--- src/rtl/map_pkg.sv ---
// Shared map ROM types and sizes for the map walkers and the ROM arbiter.
package map_pkg;

  localparam int unsigned RECT_W     = 38;
  localparam int unsigned NUM_RECTS  = 21;
  localparam int unsigned MAP_ADDR_W = 5;

  typedef struct packed {
    logic [9:0] x0;
    logic [8:0] y0;
    logic [9:0] x1;
    logic [8:0] y1;
  } rect_t;

  typedef enum logic {IDLE, LOCKED} arb_state_t;

endpackage

--- src/rtl/map_rom_arbiter_if.sv ---
// Walker-side bus of the map ROM arbiter: requests in, grants and returned words out.
interface map_rom_arbiter_if
  import map_pkg::*;
#(
  parameter int unsigned N_REQ  = 4,
  parameter int unsigned ADDR_W = MAP_ADDR_W,
  parameter int unsigned DATA_W = RECT_W
);

  logic [N_REQ-1:0]        req;
  logic [N_REQ-1:0]        lock;
  logic [N_REQ*ADDR_W-1:0] addr;
  logic [N_REQ-1:0]        gnt;
  logic [N_REQ-1:0]        rvalid;
  logic [DATA_W-1:0]       rdata;
  logic [N_REQ-1:0]        lock_owner;

  modport master (
    output req, lock, addr,
    input  gnt, rvalid, rdata, lock_owner
  );

  modport slave (
    input  req, lock, addr,
    output gnt, rvalid, rdata, lock_owner
  );

endinterface

--- src/rtl/rr_pick.sv ---
// Combinational round-robin picker: first requester at or above ptr, wrapping.
module rr_pick #(
  parameter int unsigned N     = 4,
  parameter int unsigned IDX_W = (N > 1) ? $clog2(N) : 1
) (
  input  logic [N-1:0]     req,
  input  logic [IDX_W-1:0] ptr,
  output logic [N-1:0]     gnt,
  output logic [IDX_W-1:0] idx,
  output logic             valid
);

  always_comb begin
    int unsigned k;
    gnt   = '0;
    idx   = '0;
    valid = 1'b0;
    k     = 0;
    for (int unsigned i = 0; i < N; i++) begin
      k = 32'(ptr) + i;
      if (k >= N) k = k - N;
      if (!valid && req[k[IDX_W-1:0]]) begin
        valid = 1'b1;
        idx   = k[IDX_W-1:0];
      end
    end
    if (valid) gnt[idx] = 1'b1;
  end

endmodule

--- src/rtl/map_rom_arbiter.sv ---
// Shares the single-port map ROM between walkers: round-robin grant, optional
// bounded lock for uninterrupted rectangle scans, one-cycle tagged return path.
module map_rom_arbiter
  import map_pkg::*;
#(
  parameter int unsigned N_REQ     = 4,
  parameter int unsigned ADDR_W    = MAP_ADDR_W,
  parameter int unsigned DATA_W    = RECT_W,
  parameter int unsigned NUM_RECTS = map_pkg::NUM_RECTS,
  parameter int unsigned MAX_LOCK  = 32
) (
  input  logic                clk,
  input  logic                reset,
  map_rom_arbiter_if.slave    bus,
  output logic [ADDR_W-1:0]   rom_addr,
  input  logic [DATA_W-1:0]   rom_q
);

  localparam int unsigned IDX_W = (N_REQ > 1) ? $clog2(N_REQ) : 1;
  localparam int unsigned CNT_W = $clog2(MAX_LOCK + 1);
  localparam logic [CNT_W-1:0] MaxCnt  = CNT_W'(MAX_LOCK);
  localparam logic [IDX_W-1:0] LastIdx = IDX_W'(N_REQ - 1);

  arb_state_t         state_q, state_d;
  logic [IDX_W-1:0]   owner_q, owner_d;
  logic [IDX_W-1:0]   ptr_q, ptr_d;
  logic [CNT_W-1:0]   cnt_q, cnt_d;
  logic [N_REQ-1:0]   inhibit_q, inhibit_d;
  logic               rv_q, rv_d;
  logic [IDX_W-1:0]   rv_idx_q, rv_idx_d;
  logic               rv_in_range_q, rv_in_range_d;

  logic [ADDR_W-1:0]  addr_arr [N_REQ];
  logic [N_REQ-1:0]   pick_gnt;
  logic [IDX_W-1:0]   pick_idx;
  logic               pick_valid;

  logic               hold;
  logic [N_REQ-1:0]   inh_eff;
  logic               win_valid;
  logic [IDX_W-1:0]   win_idx;
  logic [N_REQ-1:0]   win_gnt;
  logic [ADDR_W-1:0]  win_addr;

  for (genvar k = 0; k < N_REQ; k++) begin : g_addr
    assign addr_arr[k] = bus.addr[k*ADDR_W +: ADDR_W];
  end

  rr_pick #(
    .N     (N_REQ),
    .IDX_W (IDX_W)
  ) u_pick (
    .req   (bus.req),
    .ptr   (ptr_q),
    .gnt   (pick_gnt),
    .idx   (pick_idx),
    .valid (pick_valid)
  );

  always_comb begin
    hold = (state_q == LOCKED) && bus.req[owner_q] && bus.lock[owner_q] && (cnt_q != MaxCnt);
    // A timed-out owner is barred from re-locking in the very cycle it is released.
    inh_eff = inhibit_q;
    if ((state_q == LOCKED) && (cnt_q == MaxCnt)) inh_eff[owner_q] = 1'b1;

    state_d   = IDLE;
    owner_d   = owner_q;
    cnt_d     = '0;
    win_valid = 1'b0;
    win_idx   = '0;
    win_gnt   = '0;
    if (hold) begin
      state_d          = LOCKED;
      cnt_d            = cnt_q + 1'b1;
      win_valid        = 1'b1;
      win_idx          = owner_q;
      win_gnt[owner_q] = 1'b1;
    end else begin
      win_valid = pick_valid;
      win_idx   = pick_idx;
      win_gnt   = pick_gnt;
      if (pick_valid && bus.lock[pick_idx] && !inh_eff[pick_idx]) begin
        state_d = LOCKED;
        owner_d = pick_idx;
        cnt_d   = CNT_W'(1);
      end
    end

    inhibit_d = inh_eff & bus.lock;

    ptr_d = ptr_q;
    if (win_valid) ptr_d = (win_idx == LastIdx) ? '0 : win_idx + 1'b1;

    win_addr      = addr_arr[win_idx];
    rv_d          = win_valid;
    rv_idx_d      = win_idx;
    rv_in_range_d = {{(32 - ADDR_W){1'b0}}, win_addr} < NUM_RECTS;
  end

  always_ff @(posedge clk) begin
    if (!reset) begin
      state_q       <= IDLE;
      owner_q       <= '0;
      ptr_q         <= '0;
      cnt_q         <= '0;
      inhibit_q     <= '0;
      rv_q          <= 1'b0;
      rv_idx_q      <= '0;
      rv_in_range_q <= 1'b0;
    end else begin
      state_q       <= state_d;
      owner_q       <= owner_d;
      ptr_q         <= ptr_d;
      cnt_q         <= cnt_d;
      inhibit_q     <= inhibit_d;
      rv_q          <= rv_d;
      rv_idx_q      <= rv_idx_d;
      rv_in_range_q <= rv_in_range_d;
    end
  end

  // Outputs are gated by reset so a read in flight when reset hits never returns.
  always_comb begin
    bus.gnt        = (reset && win_valid) ? win_gnt : '0;
    rom_addr       = (reset && win_valid) ? win_addr : '0;
    bus.rvalid     = '0;
    bus.lock_owner = '0;
    if (reset && rv_q) bus.rvalid[rv_idx_q] = 1'b1;
    if (reset && (state_q == LOCKED)) bus.lock_owner[owner_q] = 1'b1;
    bus.rdata = (reset && rv_q && rv_in_range_q) ? rom_q : '0;
  end

endmodule

--- src/flat_wrapper.sv ---
// flat-port wrapper written by rule: the top's interface ports become plain ports
module map_rom_arbiter_flat import map_pkg::*;
#(
  parameter int unsigned N_REQ     = 4,
  parameter int unsigned ADDR_W    = MAP_ADDR_W,
  parameter int unsigned DATA_W    = RECT_W,
  parameter int unsigned NUM_RECTS = map_pkg::NUM_RECTS,
  parameter int unsigned MAX_LOCK  = 32
)
  (clk, reset, rom_addr, rom_q, bus_req, bus_lock, bus_addr, bus_gnt, bus_rvalid, bus_rdata, bus_lock_owner);
  map_rom_arbiter_if #(.N_REQ(N_REQ), .ADDR_W(ADDR_W), .DATA_W(DATA_W)) bus_i ();
  input  logic clk;
  input  logic reset;
  output logic [ADDR_W-1:0] rom_addr;
  input  logic [DATA_W-1:0] rom_q;
  input wire logic [$bits(bus_i.req)-1:0] bus_req;
  input wire logic [$bits(bus_i.lock)-1:0] bus_lock;
  input wire logic [$bits(bus_i.addr)-1:0] bus_addr;
  output wire logic [$bits(bus_i.gnt)-1:0] bus_gnt;
  output wire logic [$bits(bus_i.rvalid)-1:0] bus_rvalid;
  output wire logic [$bits(bus_i.rdata)-1:0] bus_rdata;
  output wire logic [$bits(bus_i.lock_owner)-1:0] bus_lock_owner;
  assign bus_i.req = bus_req;
  assign bus_i.lock = bus_lock;
  assign bus_i.addr = bus_addr;
  assign bus_gnt = bus_i.gnt;
  assign bus_rvalid = bus_i.rvalid;
  assign bus_rdata = bus_i.rdata;
  assign bus_lock_owner = bus_i.lock_owner;
  map_rom_arbiter #(.N_REQ(N_REQ), .ADDR_W(ADDR_W), .DATA_W(DATA_W), .NUM_RECTS(NUM_RECTS), .MAX_LOCK(MAX_LOCK)) u_core (.clk(clk), .reset(reset), .bus(bus_i), .rom_addr(rom_addr), .rom_q(rom_q));
endmodule
--- config.mk ---
export PLATFORM = sky130hd
export DESIGN_NAME = map_rom_arbiter_flat
export DESIGN_NICKNAME = d
export VERILOG_FILES = /design/src/rtl/map_pkg.sv /design/src/rtl/map_rom_arbiter_if.sv /design/src/rtl/rr_pick.sv /design/src/rtl/map_rom_arbiter.sv /design/src/flat_wrapper.sv
export SDC_FILE = /design/constraint.sdc
export NUM_CORES = 1
export LEC_CHECK = 0
export CAP_MARGIN = 20
export CORE_MARGIN = 3
export CORE_UTILIZATION = 37
export CTS_CLUSTER_SIZE = 14
export DETAILED_ROUTE_END_ITERATION = 12
export PLACE_DENSITY = 0.93
export RECOVER_POWER = 50
export SYNTH_ARGS = -nofsm -noshare
export SYNTH_HDL_FRONTEND = slang
export SYNTH_SLANG_ARGS = --single-unit
--- constraint.sdc ---
create_clock -name clk -period 4.5 [get_ports clk]
set_input_delay 0.9 -clock clk [delete_from_list [all_inputs] [get_ports clk]]
set_output_delay 0.9 -clock clk [all_outputs]
set_load 0.01 [all_outputs]
==> flow_summary_export.csv <==
group,metric,value,unit
placement,io_buffer_count,122,
die,initial_utilization,39.6,%
sta,tightest_slew,0.787,ns
logic_synthesis,syn_area,0.00163,mm2
grt,grt_pass1_vias,1903,
placement,hpwl,4.89,mm
logic_synthesis,async_flop_share,0,%
setup_path,critical_path_arrival,3.50,ns
drt,detail-route-antenna-nets,0,
logic_synthesis,synth_cell_types,48,
grt,antenna_found_initial,0,
finish,area_growth,81.4,%
sta,setup_violations,0,
die,die_height,72.4,um
placement,pre_cts_slack,0.0808,ns
logic_synthesis,ys.flop_type,"dfxtp_1",
sta,rsz0062_at_grt,"false",
die,die_w,72.4,um
grt,grt_max_degree,23,
sta,fmax,0.227,GHz
cts,cts_buffers,3,
status,outcome,"finished, final reports clean",
drt,drc,0,
cts,clockBufferDepth,2,
logic_synthesis,ys.warnings.count,0,
drt,drt_pre_antenna_iters,4,
sta,tns,0,ns
logic_synthesis,synth-seq-cells,19,
die,io_pins,123,
sta,min_period_over_period,97.7,%
finish,drive_gt1_share,6.19,%
finish,antenna_cells,0,
min_path,hp-class,"flip-flop to flip-flop",
logic_synthesis,synth_area_per_cell,7.52,um2
setup_path,cp_max_fo,6,
placement,place_area,0.00291,mm2
sta,final-hold-violation-count,0,
finish,nets,410,
cts,cts_tree,"done",
sta,period_needed,4.40,ns
setup_path,cp.required,3.60,ns
drt,vias_per_cell,5.00,
sta,drv_slew,0,
cts,path_clk_slew,0.07,ns
flow_run,drv_cap,0,
die,fp.dieArea,0.00524,mm2
grt,overflow,0,
drt,drt_wl_total,5.91,mm
placement,place_congestion,0.903,
finish,n_fill_cell,329,
placement,place_inst,384,
logic_synthesis,syn-instance-count,217,
power,finalPower,654,uW
sta,setup_ws,0.103,ns
logic_synthesis,synth_fp_nets,287,
setup_path,worstSetupPathType,"input pin to output port",
cts,post_cts_buffers,0,
drt,vias,1946,
power,peakVddDrop,0.122,mV
finish,fin_util,71.9,%
die,core,0.00412,mm2
drt,first_iter_violations,67,
sta,clock_skew,0.00325,ns
finish,finalInstanceArea,0.00296,mm2
logic_synthesis,synth_edf_count,0,
logic_synthesis,seq_area_frac_synth,23.3,%
finish,fin_cells,389,
sta,relSlewSlack,47.5,%
power,leakage,1.19,nW
grt,grtUsageTotal,21.9,%
sta,fin_hold_ws,0.496,ns
cts,clk_latency,0.26,ns
drt,wire_per_inst,15.2,um
cts,cts_root_buf,"clkbuf_8",
grt,grt_pass1_wl,9.18,mm
cts,clkSinkCount,19,
die,floorplan.rows,23,
setup_path,end_kind,"output port",
cts,htree_levels,1,
setup_path,start_kind,"input pin",
power,power_density,221,mW/mm2
report_power, final:
group | switching, mW | internal [mW] | total (mW)
Combinational | 0.153 | 0.180 | 0.333
Sequential | 0.0149 | 0.183 | 0.198
Clock | 0.0601 | 0.0632 | 0.123
final timing paths:
check / from / end / slack (ns) / depth (start not counted)
setup / recovery: bus_req[0] / rom_addr[0] / 0.10 / 9
setup reg to reg: u_core.ptr_q[1] / u_core.owner_q[1] / 1.79 / 9
hold reg to reg: u_core.inhibit_q[0] / u_core.inhibit_q[0] / 0.50 / 1
hold / removal: u_core.inhibit_q[0] / u_core.inhibit_q[0] / 0.50 / 1
placed cells by master, fill, tap and decap left out, types with 2 or more instances in the layout:
cell,instances
xor2_1,2
o211ai_1,3
dfxtp_1,19
clkbuf_8,3
clkbuf_1,4
clkdlybuf4s50_1,108
nand2b_1,4
o21ai_1,2
buf_4,3
xnor2_1,2
nor3_1,4
mux2_2,3
a21oi_1,4
nand2_1,18
and2_0,6
ha_1,2
a21oi_2,2
a211oi_1,4
dlygate4sd3_1,14
mux2i_1,13
nor2b_1,6
nand3_1,4
o21ai_0,3
inv_1,11
nor2_1,30
and3_1,5
and2_1,33
a31oi_1,5
registers in the layout (all words and copies together) (netlist names):
name / flops
u_core.cnt_q: 6
u_core.inhibit_q: 4
u_core.owner_q: 2
u_core.ptr_q: 2
u_core.rv_idx_q: 2
u_core.rv_in_range_q: 1
u_core.rv_q: 1
u_core.state_q: 1
routing by layer:
metal	track usage [%]	vias up	part of all wire, %
li1	-	990	-
met1	27.6	882	41
met2	38.0	72	52
met3	5.40	2	6.9
met4	4.30	0	0.22
met5	0	-	0
what timing repair did:
action | CTS | global route
endpoints found under the setup margin | 0 | 5
resized for setup | 0 | 1
hold buffers | 0 | 0
cells in the mapped netlist (3+ instances only):
cell      count  area [um2]
and3_1        5        31.3
a31oi_1       5        31.3
nand2b_1      4        25.0
nor3_1        3        15.0
o211ai_1      3        22.5
dfxtp_1      19         380
nor2_1       30         113
a211oi_1      4        30.0
nand2_1      18        67.6
and2_1       39         244
nand3_1       4        20.0
clkbuf_1      9        33.8
nor2b_1       6        37.5
inv_1        11        41.3
o21ai_0       3        15.0
mux2_2        3        33.8
a21oi_1       4        20.0
mux2i_1      13         130
worst max-delay path, cell delays in order:
cell	delay [ns]
clkdlybuf4s50_1	0.63
a21oi_1	0.11
o21ai_1	0.12
o2bb2a_1	0.32
a32oi_4	0.27
buf_4	0.20
a211oi_1	0.06
a211oi_1	0.29
clkdlybuf4s50_1	0.60
cells by family (layout without fill, tap and decap cells):
group,after synthesis,after routing,synth area share [%]
AO/OA/AOI/OAI,38,39,19.3
adder cells (fa/ha/maj),2,2,1.53
multiplexers,16,16,10.0
XOR/XNOR,4,4,2.15
flip-flops,19,19,23.3
buffers and inverters,22,143,5.60
AND/OR/NAND/NOR,116,116,38.0
cell type report:
class                           count  area, um2  share of cell area [%]
Tap cell                           50       62.6                    2.11
Timing Repair Buffer              128       1250                    42.4
Multi-Input combinational cell    177       1170                    39.7
Inverter                           11       41.3                    1.40
Clock buffer                        4       45.0                    1.52
Sequential cell                    19        380                    12.9
Power figures use the tool's default switching activity.
